$ cat src/rtl/mem_rw_arbiter.sv
`timescale 1ns/1ps
// mem_rw_arbiter
// Shares the single read/write port of main_mem between the core load/store
// path and the front-panel LOAD/LOOK buttons.
//
// A one-entry buffer latches a panel button pulse. A registered grant FSM
// (IDLE/CORE/PANEL) then hands the memory port to one requester at a time.
// A grant is held until main_mem answers with mem_rdy_i. Every grant passes
// through IDLE, so each transaction costs one arbitration bubble. A starve
// counter forces a panel grant once the core has won STARVE_LIMIT arbitrations
// while the panel waited.
//
// Ports:
//   clk_i, rst_i        clock, synchronous active-high reset
//   core_*_i / core_*_o core request (val/wen/addr/wdata), rdata + rdy pulse
//   pnl_en_i            panel access permitted
//   pnl_load_i/look_i   button pulses (load = write, look = read)
//   pnl_addr_i/data_i   address / data switches
//   pnl_busy_o          panel request buffered or in service
//   pnl_done_o          one-cycle pulse after a panel transaction completes
//   pnl_rdata_o         last panel result (read data for look, written data for load)
//   mem_*_o / mem_*_i   single request port to main_mem, rdy pulse from main_mem
module mem_rw_arbiter #(
  parameter int AW           = 8,
  parameter int DW           = 16,
  parameter int STARVE_LIMIT = 4
) (
  input  logic          clk_i,
  input  logic          rst_i,
  input  logic          core_val_i,
  input  logic          core_wen_i,
  input  logic [AW-1:0] core_addr_i,
  input  logic [DW-1:0] core_wdata_i,
  output logic [DW-1:0] core_rdata_o,
  output logic          core_rdy_o,
  input  logic          pnl_en_i,
  input  logic          pnl_load_i,
  input  logic          pnl_look_i,
  input  logic [AW-1:0] pnl_addr_i,
  input  logic [DW-1:0] pnl_data_i,
  output logic          pnl_busy_o,
  output logic          pnl_done_o,
  output logic [DW-1:0] pnl_rdata_o,
  output logic          mem_val_o,
  output logic          mem_wen_o,
  output logic [AW-1:0] mem_addr_o,
  output logic [DW-1:0] mem_wdata_o,
  input  logic [DW-1:0] mem_rdata_i,
  input  logic          mem_rdy_i
);

  // Counter wide enough to hold STARVE_LIMIT itself, so it can saturate there.
  localparam int SW = (STARVE_LIMIT < 1) ? 1 : $clog2(STARVE_LIMIT + 1);
  localparam logic [SW-1:0] STARVE_MAX = SW'(STARVE_LIMIT);
  localparam logic [SW-1:0] STARVE_ONE = SW'(1'b1);

  typedef enum logic [1:0] {
    ST_IDLE  = 2'd0,
    ST_CORE  = 2'd1,
    ST_PANEL = 2'd2
  } state_t;

  state_t        state_r;
  logic          buf_full_r;
  logic          buf_wen_r;
  logic [AW-1:0] buf_addr_r;
  logic [DW-1:0] buf_data_r;
  logic [SW-1:0] starve_r;
  logic          pnl_done_r;
  logic [DW-1:0] pnl_rdata_r;

  logic          capture_s;
  logic          panel_fin_s;

  // A pulse is accepted only into an empty buffer. Pulses seen while the
  // buffer is occupied are dropped, not queued.
  assign capture_s   = pnl_en_i & ~buf_full_r & (pnl_load_i | pnl_look_i);
  assign panel_fin_s = (state_r == ST_PANEL) & mem_rdy_i;

  assign pnl_busy_o  = buf_full_r;
  assign pnl_done_o  = pnl_done_r;
  assign pnl_rdata_o = pnl_rdata_r;

  // Panel request buffer: capture a button pulse, release it when the panel
  // transaction completes. Load wins over look in the same cycle.
  always_ff @(posedge clk_i) begin
    if (rst_i) begin
      buf_full_r <= 1'b0;
      buf_wen_r  <= 1'b0;
      buf_addr_r <= {AW{1'b0}};
      buf_data_r <= {DW{1'b0}};
    end else if (panel_fin_s) begin
      buf_full_r <= 1'b0;
    end else if (capture_s) begin
      buf_full_r <= 1'b1;
      buf_wen_r  <= pnl_load_i;
      buf_addr_r <= pnl_addr_i;
      buf_data_r <= pnl_data_i;
    end else begin
      buf_full_r <= buf_full_r;
    end
  end

  // Grant FSM with starvation counter and the registered panel result/done pulse.
  always_ff @(posedge clk_i) begin
    if (rst_i) begin
      state_r     <= ST_IDLE;
      starve_r    <= {SW{1'b0}};
      pnl_done_r  <= 1'b0;
      pnl_rdata_r <= {DW{1'b0}};
    end else begin
      pnl_done_r <= 1'b0;
      case (state_r)
        ST_IDLE: begin
          if (buf_full_r && (!core_val_i || (starve_r >= STARVE_MAX))) begin
            state_r  <= ST_PANEL;
            starve_r <= {SW{1'b0}};
          end else if (core_val_i) begin
            state_r <= ST_CORE;
            // Only core wins taken while the panel waits count toward forcing it.
            if (!buf_full_r) begin
              starve_r <= {SW{1'b0}};
            end else if (starve_r < STARVE_MAX) begin
              starve_r <= starve_r + STARVE_ONE;
            end else begin
              starve_r <= starve_r;
            end
          end else begin
            state_r  <= ST_IDLE;
            starve_r <= {SW{1'b0}};
          end
        end
        ST_CORE: begin
          if (!buf_full_r) begin
            starve_r <= {SW{1'b0}};
          end else begin
            starve_r <= starve_r;
          end
          if (mem_rdy_i) begin
            state_r <= ST_IDLE;
          end else begin
            state_r <= ST_CORE;
          end
        end
        ST_PANEL: begin
          starve_r <= {SW{1'b0}};
          if (mem_rdy_i) begin
            state_r     <= ST_IDLE;
            pnl_done_r  <= 1'b1;
            pnl_rdata_r <= buf_wen_r ? buf_data_r : mem_rdata_i;
          end else begin
            state_r <= ST_PANEL;
          end
        end
        default: begin
          state_r  <= ST_IDLE;
          starve_r <= {SW{1'b0}};
        end
      endcase
    end
  end

  // Memory port mux: the granted requester drives main_mem. All fields are zero in IDLE.
  always_comb begin
    mem_val_o   = 1'b0;
    mem_wen_o   = 1'b0;
    mem_addr_o  = {AW{1'b0}};
    mem_wdata_o = {DW{1'b0}};
    case (state_r)
      ST_CORE: begin
        mem_val_o   = 1'b1;
        mem_wen_o   = core_wen_i;
        mem_addr_o  = core_addr_i;
        mem_wdata_o = core_wdata_i;
      end
      ST_PANEL: begin
        mem_val_o   = 1'b1;
        mem_wen_o   = buf_wen_r;
        mem_addr_o  = buf_addr_r;
        mem_wdata_o = buf_data_r;
      end
      default: begin
        mem_val_o = 1'b0;
      end
    endcase
  end

  // Core completion passes main_mem's pulse straight through, only while the core holds the grant.
  always_comb begin
    core_rdy_o   = 1'b0;
    core_rdata_o = {DW{1'b0}};
    if (state_r == ST_CORE) begin
      core_rdy_o   = mem_rdy_i;
      core_rdata_o = mem_rdata_i;
    end else begin
      core_rdy_o   = 1'b0;
      core_rdata_o = {DW{1'b0}};
    end
  end

endmodule

$ cat config.mk
export PLATFORM = sky130hd
export DESIGN_NAME = mem_rw_arbiter
export DESIGN_NICKNAME = d
export VERILOG_FILES = /design/src/rtl/mem_rw_arbiter.sv
export SDC_FILE = /design/constraint.sdc
export NUM_CORES = 1
export LEC_CHECK = 0
export ABC_AREA = 1
export BUFFER_PORTS_ARGS = -buffer_cell sky130_fd_sc_hd__buf_2
export CORE_MARGIN = 1
export CORE_UTILIZATION = 46
export CTS_CLUSTER_DIAMETER = 50
export DETAILED_ROUTE_END_ITERATION = 10
export PLACE_DENSITY = 0.81
export RECOVER_POWER = 100
export SLEW_MARGIN = 20
export SYNTH_ARGS = -nofsm -noshare
export SYNTH_HDL_FRONTEND = slang
export SYNTH_SLANG_ARGS = --single-unit
$ cat constraint.sdc
create_clock -name clk_i -period 1.7 [get_ports clk_i]
set_input_delay 0.34 -clock clk_i [delete_from_list [all_inputs] [get_ports clk_i]]
set_output_delay 0.34 -clock clk_i [all_outputs]
set_load 0.03 [all_outputs]
Word level (Yosys, flattened, before mapping):

Index checks and enable logic that the tools add are counted.

* input port bits: 72
* register bits after elaboration: 48

* add/sub/neg operators: 1
* bitwise logic cells: 7
* eq/ne operators: 4
* reductions and logical operators: 10
* order comparisons: 2
* mux-type cells: 19

Operators with widths (number)
* $mux 16: 2
* $pmux 16 s2: 1
* $pmux 8 s2: 1
* $mux 3: 5
* $pmux 2 s3: 1
* $pmux 3 s2: 1
* $reduce_and 2->1: 3
* $reduce_or 2->1: 3
* $mux 1: 5
* $ne 5x5->1 const B: 1
* $mux 2: 2
* $add 3x1->3 const B: 1
* $and 1x1->1: 3
* $ge 3x3->1 const B: 1
* $lt 3x3->1 const B: 1
* $not 1->1: 3
* $eq 2x1->1 const B: 1
* $eq 2x2->1 const B: 1
* $logic_not 2->1: 1
* $ne 2x2->1 const B: 1
* $pmux 1 s2: 1
* $logic_and 1x1->1: 1
* $logic_not 1->1: 1
* $logic_or 1x1->1: 1
* $or 1x1->1: 1

Depth between registers and ports, before layout:

* depth after elaboration: 6
* depth in mapped cells: 9
* mapped depth without buffers: 7

Least setup slack after synthesis:

No wires, ideal clock.

* path type: register to output
* start: register state_r[0]
* end: output port mem_addr_o[4]
* setup slack: -0.349 ns
* data arrival time: 1.709 ns
* path buffers: 1
* cell stages (with the launch flop): 6
* data required time: 1.360 ns
* cells stage by stage: dfxtp_1 -> inv_1 -> ha_1 -> inv_1 -> buf_1 -> a21oi_1

* word-level cells in the longest chain between the ends: 2
* elaborated cells between the ends (all ways): 3
* classes of those cells: eq/ne: 2; mux: 1

RTL lines
* from (decl): line 63 `state_t state_r;`
* from (signal assigned): line 107 `state_r <= ST_IDLE;`
* from (signal assigned): line 116 `state_r <= ST_PANEL;`
* from (signal assigned): line 119 `state_r <= ST_CORE;`
* $eq 2x2->1 or $eq 2x1->1 (tied branches): line 169 `case (state_r)`
* $pmux 8 s2 *: line 169
* to (decl): line 46 `output logic [AW-1:0] mem_addr_o,`

Mark *: on every way between the ends. The rest lies on a longest branch, timed or not.

Worst setup path after layout:

* start: register state_r[0]
* end: output port mem_wdata_o[15]

* word-level cells in the longest chain between the ends: 2
* elaborated cells between the ends (all ways): 3
* classes of those cells: eq/ne: 2; mux: 1

RTL lines
* $eq 2x2->1 or $eq 2x1->1 (tied branches): line 169
* $pmux 16 s2 *: line 169
* to (decl): line 47 `output logic [DW-1:0] mem_wdata_o,`

Marks and branches as above.

==> impl_metrics.env <==
export IMPL_start_kind="flop"
export IMPL_clockRootBuffer="sky130_fd_sc_hd__clkbuf_8"
export IMPL_max_cap_viol_count=0
export IMPL_syn_inst=422
export IMPL_ys_seq_elements=48
export IMPL_run_status="complete, but fails checks"
export IMPL_min_delay_worst_endpoint="buf_addr_r[1]"
export IMPL_syn_avg_cell_area_um2=6.11
export IMPL_tritoncts_num_buffers=5
export IMPL_cts_hold_buffers=0
export IMPL_drive_gt1_share_pct=47.5
export IMPL_dieHeight_um=76.9
export IMPL_endpoint_kind="primary output"
export IMPL_number_of_fill_cells_in_the_layout=241
export IMPL_worst_ir_drop_vdd_mv=0.565
export IMPL_finalCoreUtilization_pct=89.1
export IMPL_global_route_usage_over_all_layers_pct=29.9
export IMPL_clock_skew_final_ns=0.0121
export IMPL_mappedNetlistNets=499
export IMPL_final_min_clock_period_ns=1.98
export IMPL_hold_class="in2reg"
export IMPL_fin_nets=649
export IMPL_dpl_hpwl_um=5660
export IMPL_dr_total_vias=3683
export IMPL_setup_viol=63
export IMPL_yosys_cell_types_count=20
export IMPL_worst_ep_arrival_time_ns=1.64
export IMPL_rsz0062_at_grt="yes"
export IMPL_hold_path_startpoint="pnl_addr_i[1]"
export IMPL_yosys_warnings=0
export IMPL_placeableCoreArea_um2=5240
export IMPL_grt_pass1_wl_um=13900
export IMPL_rows=26
export IMPL_critical_path_class="reg2out"
export IMPL_seq_area_frac_synth_pct=37.2
export IMPL_crit_path_required_time_ns=1.36
export IMPL_setup_reg_to_reg_worst_slack_ns=-0.12
export IMPL_dr_wl_cell_um=19.8
export IMPL_cts_tree="yes"
export IMPL_worstRegToRegCells=10
export IMPL_worst_pin_slew_ns=0.423
export IMPL_routed_wirelength_um=12700
export IMPL_layout_cells_most_common="sky130_fd_sc_hd__nand2_1"
export IMPL_antenna_left=0
export IMPL_first_pass_drt_iterations=5
export IMPL_drc_errors=0
export IMPL_clkSinkCount=48
export IMPL_gp_routability_congestion=0.794
export IMPL_cts_htree_levels=2
export IMPL_initial_core_util_pct=49.3
export IMPL_cts_max_path_buffers=2
export IMPL_largest_net_degree_at_the_start_of_global_routing=41
export IMPL_relSlewSlack_pct=71.9
export IMPL_avgViaCountPerCell=5.73
export IMPL_antenna_diode_count=0
export IMPL_finalHoldViolations=0
export IMPL_die_area_um2=5910
export IMPL_antenna_found_initial=0
export IMPL_fin_ws_ns=-0.278
export IMPL_violations="negative setup slack"
export IMPL_io_pins=133
export IMPL_layout_area_overhead_vs_synth_pct=80.8
export IMPL_period_share_pct=116
export IMPL_count_of_buffers_inserted_at_the_top_level_ports=132
export IMPL_power_leakage_nw=2.21
export IMPL_hold_path_depth=3
export IMPL_regToRegStartpoint="state_r[1]"
export IMPL_global_route_overflow_total=0
export IMPL_clk_transition_reported_paths_ns=0.10
export IMPL_pwr_density_cell_nw_per_um2=713
export IMPL_synthesized_area_um2=2580
export IMPL_totalNegativeSetupSlack_ns=-9.14
export IMPL_detailedRoute_firstIterationViolations=285
export IMPL_commonest_non_fill_non_tap_cells_in_the_layout="85 x sky130_fd_sc_hd__nand2_1, 73 x sky130_fd_sc_hd__buf_2, 51 x sky130_fd_sc_hd__buf_6"
export IMPL_cp_max_fo=6
export IMPL_clock_insertion_delay_worst_skew_ns=0.32
export IMPL_die_w_um=76.9
export IMPL_r2r_end="buf_addr_r[4]"
export IMPL_via_count_of_the_first_global_routing_pass=3020
export IMPL_timing_final_max_slew_violations=0
export IMPL_achievable_frequency_mhz=506
-- cell usage after synthesis --
library cell                 n  share of area, %
sky130_fd_sc_hd__clkbuf_1    9               1.3
sky130_fd_sc_hd__a21oi_1    31               6.0
sky130_fd_sc_hd__nand3_1    18               3.5
sky130_fd_sc_hd__buf_2       9               1.7
sky130_fd_sc_hd__nand2_4     1              0.44
sky130_fd_sc_hd__o21ai_1     7               1.4
sky130_fd_sc_hd__clkbuf_2    1              0.19
sky130_fd_sc_hd__buf_6       3               1.3
sky130_fd_sc_hd__nor2_1     56               8.1
sky130_fd_sc_hd__inv_2       1              0.15
sky130_fd_sc_hd__nand3_4     1              0.68
sky130_fd_sc_hd__nand2_1   146                21
sky130_fd_sc_hd__buf_1       2              0.29
sky130_fd_sc_hd__dfxtp_1    48                37
sky130_fd_sc_hd__ha_1        5               2.4
sky130_fd_sc_hd__o21ai_0    26               5.0
sky130_fd_sc_hd__inv_1      55               8.0
sky130_fd_sc_hd__nand3_2     1              0.39
sky130_fd_sc_hd__buf_4       1              0.29
sky130_fd_sc_hd__or2_2       1              0.24
-- cell families (layout without fill, tap and decap cells) --
family / count (synthesis) / after routing / synth area share (%)
and+or+nand+nor: 224 / 225 / 34.6
DFF: 48 / 48 / 37.2
AOI/OAI and AO/OA: 64 / 64 / 12.4
buffers and inverters: 81 / 231 / 13.3
adders and majority gates: 5 / 5 / 2.42
-- power breakdown --
group          switching (mW)  total [mW]  internal [mW]
sequential             0.0514        1.24           1.19
clock                   0.416       0.897          0.481
combinational           0.706        1.19          0.483
-- timing repair --
action,CTS,global route
setup endpoints to repair,42,64
gates resized for setup,98,106
gates cloned,2,11
buffers inserted,4,6
pin swaps,3,26
-- worst max-delay path by stage --
stage / start / endpoint / slack [ns] / cells after the start
2_1_floorplan: state_r[1] / mem_addr_o[4] / -0.1 / 5
3_3_place_gp: state_r[0] / mem_wdata_o[5] / 0.11 / 6
3_5_place_dp: state_r[1] / mem_wdata_o[6] / 0.05 / 6
4_1_cts: state_r[0] / mem_wdata_o[5] / -0.16 / 6
5_1_grt: state_r[0] / mem_wdata_o[15] / -0.28 / 6
6_report: state_r[0] / mem_wdata_o[15] / -0.28 / 6
-- critical path, cell delays in order, from the launching register on --
cell	delay, ns
sky130_fd_sc_hd__dfxtp_4	0.39
sky130_fd_sc_hd__buf_6	0.11
sky130_fd_sc_hd__ha_4	0.22
sky130_fd_sc_hd__clkbuf_16	0.20
sky130_fd_sc_hd__nand2_2	0.08
sky130_fd_sc_hd__a21oi_4	0.16
sky130_fd_sc_hd__buf_6	0.14
-- through the flow --
step                      power, mW  worst slack [ns]  instance area [µm²]  hold slack [ns]  std cells
after detailed placement       2.01            0.0537                 3610            0.465        612
final                          3.33            -0.278                 4660            0.237        643
after CTS                      2.98            -0.156                 4120            0.243        626
after global routing           3.43            -0.284                 4660            0.242        643
after floorplan                1.75           -0.0979                 2840            0.409        422
after global placement         1.99             0.110                 3610            0.454        612
-- sequential cells by signal (all words and copies together), names as in the netlist --
signal,flops
buf_data_r,16
pnl_done_o,1
pnl_rdata_o,16
pnl_busy_o,1
state_r,2
buf_addr_r,8
starve_r,3
buf_wen_r,1
-- per-layer routing --
layer | wire length (µm) | global-route usage (%)
met2 | 6020 | 52.6
met1 | 4210 | 34.6
met5 | 0 | 0
met4 | 1010 | 14.4
met3 | 1460 | 5.36
-- area by class of cell --
type | instances | area [µm²] | area share (%)
clock buffers | 6 | 82.6 | 1.77
flip-flops and latches | 48 | 966 | 20.7
repair buffers | 167 | 1430 | 30.6
clock inverters | 2 | 38.8 | 0.832
well taps | 70 | 87.6 | 1.88
multi-input cells | 294 | 1850 | 39.6
inverters | 56 | 218 | 4.67
Power figures use the tool's default switching activity.
